**src/rtl/bit_serial_adder.sv**
```systemverilog
// Purpose: WIDTH-bit adder computing one sum bit per clock, LSB first, using a carry flip-flop between bits.
// Latency: start accepted at edge T -> done pulses in the cycle after edge T+WIDTH; next start accepted at edge T+WIDTH+2.
// Backpressure: none; start is a request honoured only while idle (busy=0); requests while busy are dropped, not queued.
//
// Ports:
//   clk    rising-edge clock
//   rst_n  asynchronous active-low reset
//   start  begin an add, sampling a/b (ignored while busy)
//   a, b   WIDTH-bit operands
//   busy   high while an add is running or its result is being announced
//   done   one-cycle pulse when s/co take a new result
//   s, co  registered sum (mod 2^WIDTH) and carry out; hold until the next result

// Half adder cell: two of these plus an OR form the per-bit full adder.
module bit_serial_adder_ha (
    input  logic x_i,
    input  logic y_i,
    output logic s_o,
    output logic c_o
);
    assign s_o = x_i ^ y_i;
    assign c_o = x_i & y_i;
endmodule

module bit_serial_adder #(
    parameter int WIDTH = 8
) (
    input  logic             clk,
    input  logic             rst_n,
    input  logic             start,
    input  logic [WIDTH-1:0] a,
    input  logic [WIDTH-1:0] b,
    output logic             busy,
    output logic             done,
    output logic [WIDTH-1:0] s,
    output logic             co
);
    localparam int CW = $clog2(WIDTH + 1);
    localparam int RW = (WIDTH > 1) ? WIDTH - 1 : 1;
    localparam logic [CW-1:0] CNT_LAST = CW'(WIDTH - 1);

    typedef enum logic [1:0] {
        IDLE = 2'd0,
        RUN  = 2'd1,
        DONE = 2'd2
    } state_t;

    state_t           state_q, state_d;
    logic [WIDTH-1:0] ra_q, ra_d;
    logic [WIDTH-1:0] rb_q, rb_d;
    logic [RW-1:0]    rsum_q, rsum_d;
    logic             carry_q, carry_d;
    logic [CW-1:0]    cnt_q, cnt_d;
    logic [WIDTH-1:0] s_q, s_d;
    logic             co_q, co_d;

    // Per-bit full adder: HA1 on the operand bits, HA2 folds in the carry.
    logic p, g1, sb, g2, carry_nxt;

    bit_serial_adder_ha u_ha1 (
        .x_i (ra_q[0]),
        .y_i (rb_q[0]),
        .s_o (p),
        .c_o (g1)
    );

    bit_serial_adder_ha u_ha2 (
        .x_i (p),
        .y_i (carry_q),
        .s_o (sb),
        .c_o (g2)
    );

    assign carry_nxt = g1 | g2;

    // The sum shift register only needs WIDTH-1 bits: on the final RUN cycle
    // the last sum bit goes straight into s together with the stored bits,
    // so the oldest stored bit drops out of the register as it reaches s.
    logic [WIDTH-1:0] sum_full;
    logic [RW-1:0]    rsum_shift;

    generate
        if (WIDTH == 1) begin : g_w1
            assign sum_full   = sb;
            assign rsum_shift = 1'b0;
        end else begin : g_wn
            assign sum_full   = {sb, rsum_q};
            assign rsum_shift = sum_full[WIDTH-1:1];
        end
    endgenerate

    always_comb begin
        state_d = state_q;
        ra_d    = ra_q;
        rb_d    = rb_q;
        rsum_d  = rsum_q;
        carry_d = carry_q;
        cnt_d   = cnt_q;
        s_d     = s_q;
        co_d    = co_q;

        case (state_q)
            IDLE: begin
                if (start) begin
                    ra_d    = a;
                    rb_d    = b;
                    rsum_d  = '0;
                    carry_d = 1'b0;
                    cnt_d   = '0;
                    state_d = RUN;
                end
            end
            RUN: begin
                carry_d = carry_nxt;
                rsum_d  = rsum_shift;
                ra_d    = ra_q >> 1;
                rb_d    = rb_q >> 1;
                cnt_d   = cnt_q + CW'(1);
                if (cnt_q == CNT_LAST) begin
                    // Result registers change only here, so partial sums never reach the ports.
                    s_d     = sum_full;
                    co_d    = carry_nxt;
                    state_d = DONE;
                end
            end
            DONE: begin
                state_d = IDLE;
            end
            default: begin
                state_d = IDLE;
            end
        endcase
    end

    always_ff @(posedge clk or negedge rst_n) begin
        if (!rst_n) begin
            state_q <= IDLE;
            ra_q    <= '0;
            rb_q    <= '0;
            rsum_q  <= '0;
            carry_q <= 1'b0;
            cnt_q   <= '0;
            s_q     <= '0;
            co_q    <= 1'b0;
        end else begin
            state_q <= state_d;
            ra_q    <= ra_d;
            rb_q    <= rb_d;
            rsum_q  <= rsum_d;
            carry_q <= carry_d;
            cnt_q   <= cnt_d;
            s_q     <= s_d;
            co_q    <= co_d;
        end
    end

    assign busy = (state_q != IDLE);
    assign done = (state_q == DONE);
    assign s    = s_q;
    assign co   = co_q;

endmodule

```
**config.mk**
```make
export PLATFORM = sky130hd
export DESIGN_NAME = bit_serial_adder
export DESIGN_NICKNAME = d
export VERILOG_FILES = /design/src/rtl/bit_serial_adder.sv
export SDC_FILE = /design/constraint.sdc
export NUM_CORES = 1
export LEC_CHECK = 0
export ABC_AREA = 1
export BUFFER_PORTS_ARGS = -buffer_cell sky130_fd_sc_hd__buf_2
export CELL_PAD_IN_SITES_DETAIL_PLACEMENT = 2
export CELL_PAD_IN_SITES_GLOBAL_PLACEMENT = 2
export CORE_AREA = 2 2 73 75
export DETAILED_ROUTE_END_ITERATION = 8
export DIE_AREA = 0 0 75 77
export GPL_TIMING_DRIVEN = 1
export MAX_ROUTING_LAYER = met4
export PLACE_DENSITY_LB_ADDON = 0.1
export SLEW_MARGIN = 20
export SYNTH_ARGS = -nofsm -noshare
export SYNTH_HDL_FRONTEND = slang
export SYNTH_SLANG_ARGS = --single-unit
```
**constraint.sdc**
```tcl
create_clock -name clk -period 3.1 [get_ports clk]
set_input_delay 0.62 -clock clk [delete_from_list [all_inputs] [get_ports clk]]
set_output_delay 0.62 -clock clk [all_outputs]
set_load 0.02 [all_outputs]
```
==> flow_summary.toml <==
[yosys]
avgSynthCellArea_sq_um = 8.66
synth_seq_cells = 39
synth_top_area_share_pct = 57.5
yosysSeqAreaShare_pct = 57.5
syn_nets = 217
netlist_area_sq_mm = 0.00170
synthCells = 196
ys_warn_count = 0
synth_top_area_cell = "dfrtp_1"
synth.distinct_cells = 14
ys_top_cells_by_area = "dfrtp_1 58%, nand3_1 17%, nand2_1 15%"

[clock_network]
clk_latency_ns = 0.30
numCtsBuffers = 5
clock_path_buffers = 2
cts_sinks = 39
post_cts_resized = 0
cts_hold_buf = 0
clk_pin_slew_ns = 0.08
cts_tree = "yes"
cts.htree.levels = 2
cts_root_buffer = "clkbuf_8"
post_cts_buffers = 0

[pwr]
seqPwrFrac_pct = 45.4
p_clk_share_pct = 17.8
p_int_mw = 1.10
powerDensity_mw_per_mm2 = 968
switching_share_pct = 42.0
finalPower_mw = 1.90
total_leakage_power_nw = 1.04
vdd_drop_max_uv = 290
p_sw_mw = 0.799
p_comb_share_pct = 36.8

[cells_and_area]
final_area_sq_mm = 0.00197
nNetsFinal = 244
multi_input_area_sq_um = 646
syn2layout_area_growth_pct = 16.0
drive_gt1_share_pct = 18.8
final_util_pct = 39.5
final_common_cell = "nand2_1"
n_antenna_cell = 0
layout_common_cells = "69 x nand2_1, 59 x nand3_1, 39 x dfrtp_1, 29 x buf_2"
n_fill_cell = 591
regArea_sq_um = 976
final_cells = 294

[grt]
grt_max_degree = 40
grtUsageTotal_pct = 18.0
grt_pass1_vias = 1605
grt_first_pass_wirelength_um = 7690
grt_overflow = 0
antenna_found_initial = 0

[place]
placed_area_sq_mm = 0.00188
dp_hpwl_um = 2940
portBuffers = 29
gp_congestion = 0.715
dp_slack_ns = 0.917
dp.cells = 286

[worst_setup_path]
path_class = "reg -> reg"
crit_path_max_fanout = 31
cp-end-kind = "flip-flop"
worst_setup_path_start_kind = "flip-flop"
worstPathRequired_ns = 3.29
cp.arrival_ns = 2.18

[timing]
period_share_pct = 64.2
worst_pin_slew_ns = 1.03
min_period_ns = 1.99
slew_headroom_pct = 31.0
max_freq_mhz = 502
finalSetupTns_ns = 0
hold_viol_final = 0
fin_ws_ns = 1.11
whs_ns = 0.448
grt_setup_unrepaired = "no"
fin_skew_ns = 0.00525
report.final.slew_viol_count = 0
setup_viol = 0

[floorplanning]
die_w_um = 75
num_rows = 26
core-area_sq_mm = 0.00498
dieArea_sq_mm = 0.00578
io-pin-count = 30
start_util_pct = 34.1
chipHeight_um = 77

[drt]
postRouteAntennaNets = 0
drc = 0
drt_iter0_drc = 88
wl_per_cell_um = 14.9
vias_per_cell = 5.01
dr.pass1.iters = 4
wirelength_um = 4370
vias = 1472

[flow_run]
max_cap_violations = 0

[worst_hold_path]
hold_class = "in -> async"

[status]
status = "completed"
routing by layer:
| metal | vias to the layer above | GRT usage [%] | part of all wire, % |
|---|---|---|---|
| li1 | 697 | - | - |
| met1 | 741 | 20.1 | 42 |
| met2 | 28 | 30.0 | 52 |
| met3 | 6 | 6.18 | 4.3 |
| met4 | 0 | 5.36 | 1.3 |
| met5 | - | - | 0 |
final timing paths:
path,start,end,slack (ns),depth (start not counted)
min in group clk,co$_DFFE_PN0P_,co$_DFFE_PN0P_,0.48,2
max in group asynchronous,rst_n,ra_q[5]$_DFFE_PN0P_,2.09,1
setup reg to reg,state_q[1]$_DFFE_PN0P_,s[7]$_DFFE_PN0P_,1.11,6
hold reg to reg,co$_DFFE_PN0P_,co$_DFFE_PN0P_,0.48,2
setup / recovery,state_q[1]$_DFFE_PN0P_,s[7]$_DFFE_PN0P_,1.11,6
hold / removal,rst_n,cnt_q[3]$_DFFE_PN0P_,0.45,1
cells by family (layout without fill, tap and decap cells):
| logic type | after synthesis | in the layout | synth area share [%] |
|---|---|---|---|
| compound gates | 3 | 3 | 0.885 |
| simple gates | 137 | 137 | 35.3 |
| buf+inv | 15 | 43 | 4.42 |
| fa+ha+maj | 2 | 2 | 1.92 |
| flops | 39 | 39 | 57.5 |
sequential cells by signal (all words and copies together), names as in the netlist:
signal / flops
s: 8
rsum_q: 7
carry_q: 1
rb_q: 8
state_q: 2
co: 1
cnt_q: 4
ra_q: 8
critical path, stage by stage (launching register included):
cell and delay (ns):
dfrtp_1 0.39, inv_1 0.11, nand2_2 0.37, inv_1 0.58, nand2_2 0.25, nand2_1 0.11
nand2_1 0.06
cell type report:
class / count / area share (%)
multi-input cells: 142 / 32.8
flip-flops and latches: 39 / 49.6
well taps: 70 / 4.45
clock buffers: 5 / 3.50
clock inverters: 3 / 0.763
inverters: 4 / 0.763
repair buffers: 31 / 8.14
cell usage after synthesis (all sizes together):
master and count:
nand2 71, nand3 59, dfrtp 39, buf 7
nor2 6, clkbuf 4, inv 4, o21ai 3
fa 1, ha 1, nand4 1
power by group through the flow:
stage / registers [mW] / logic, mW / clock network, mW
after CTS: 0.867 / 0.725 / 0.354
after global routing: 0.898 / 0.811 / 0.383
after detailed placement: 0.872 / 0.721 / 0
final: 0.865 / 0.701 / 0.338
after floorplan: 0.907 / 0.460 / 0
after global placement: 0.860 / 0.682 / 0
(Power assumes the default switching activity.)
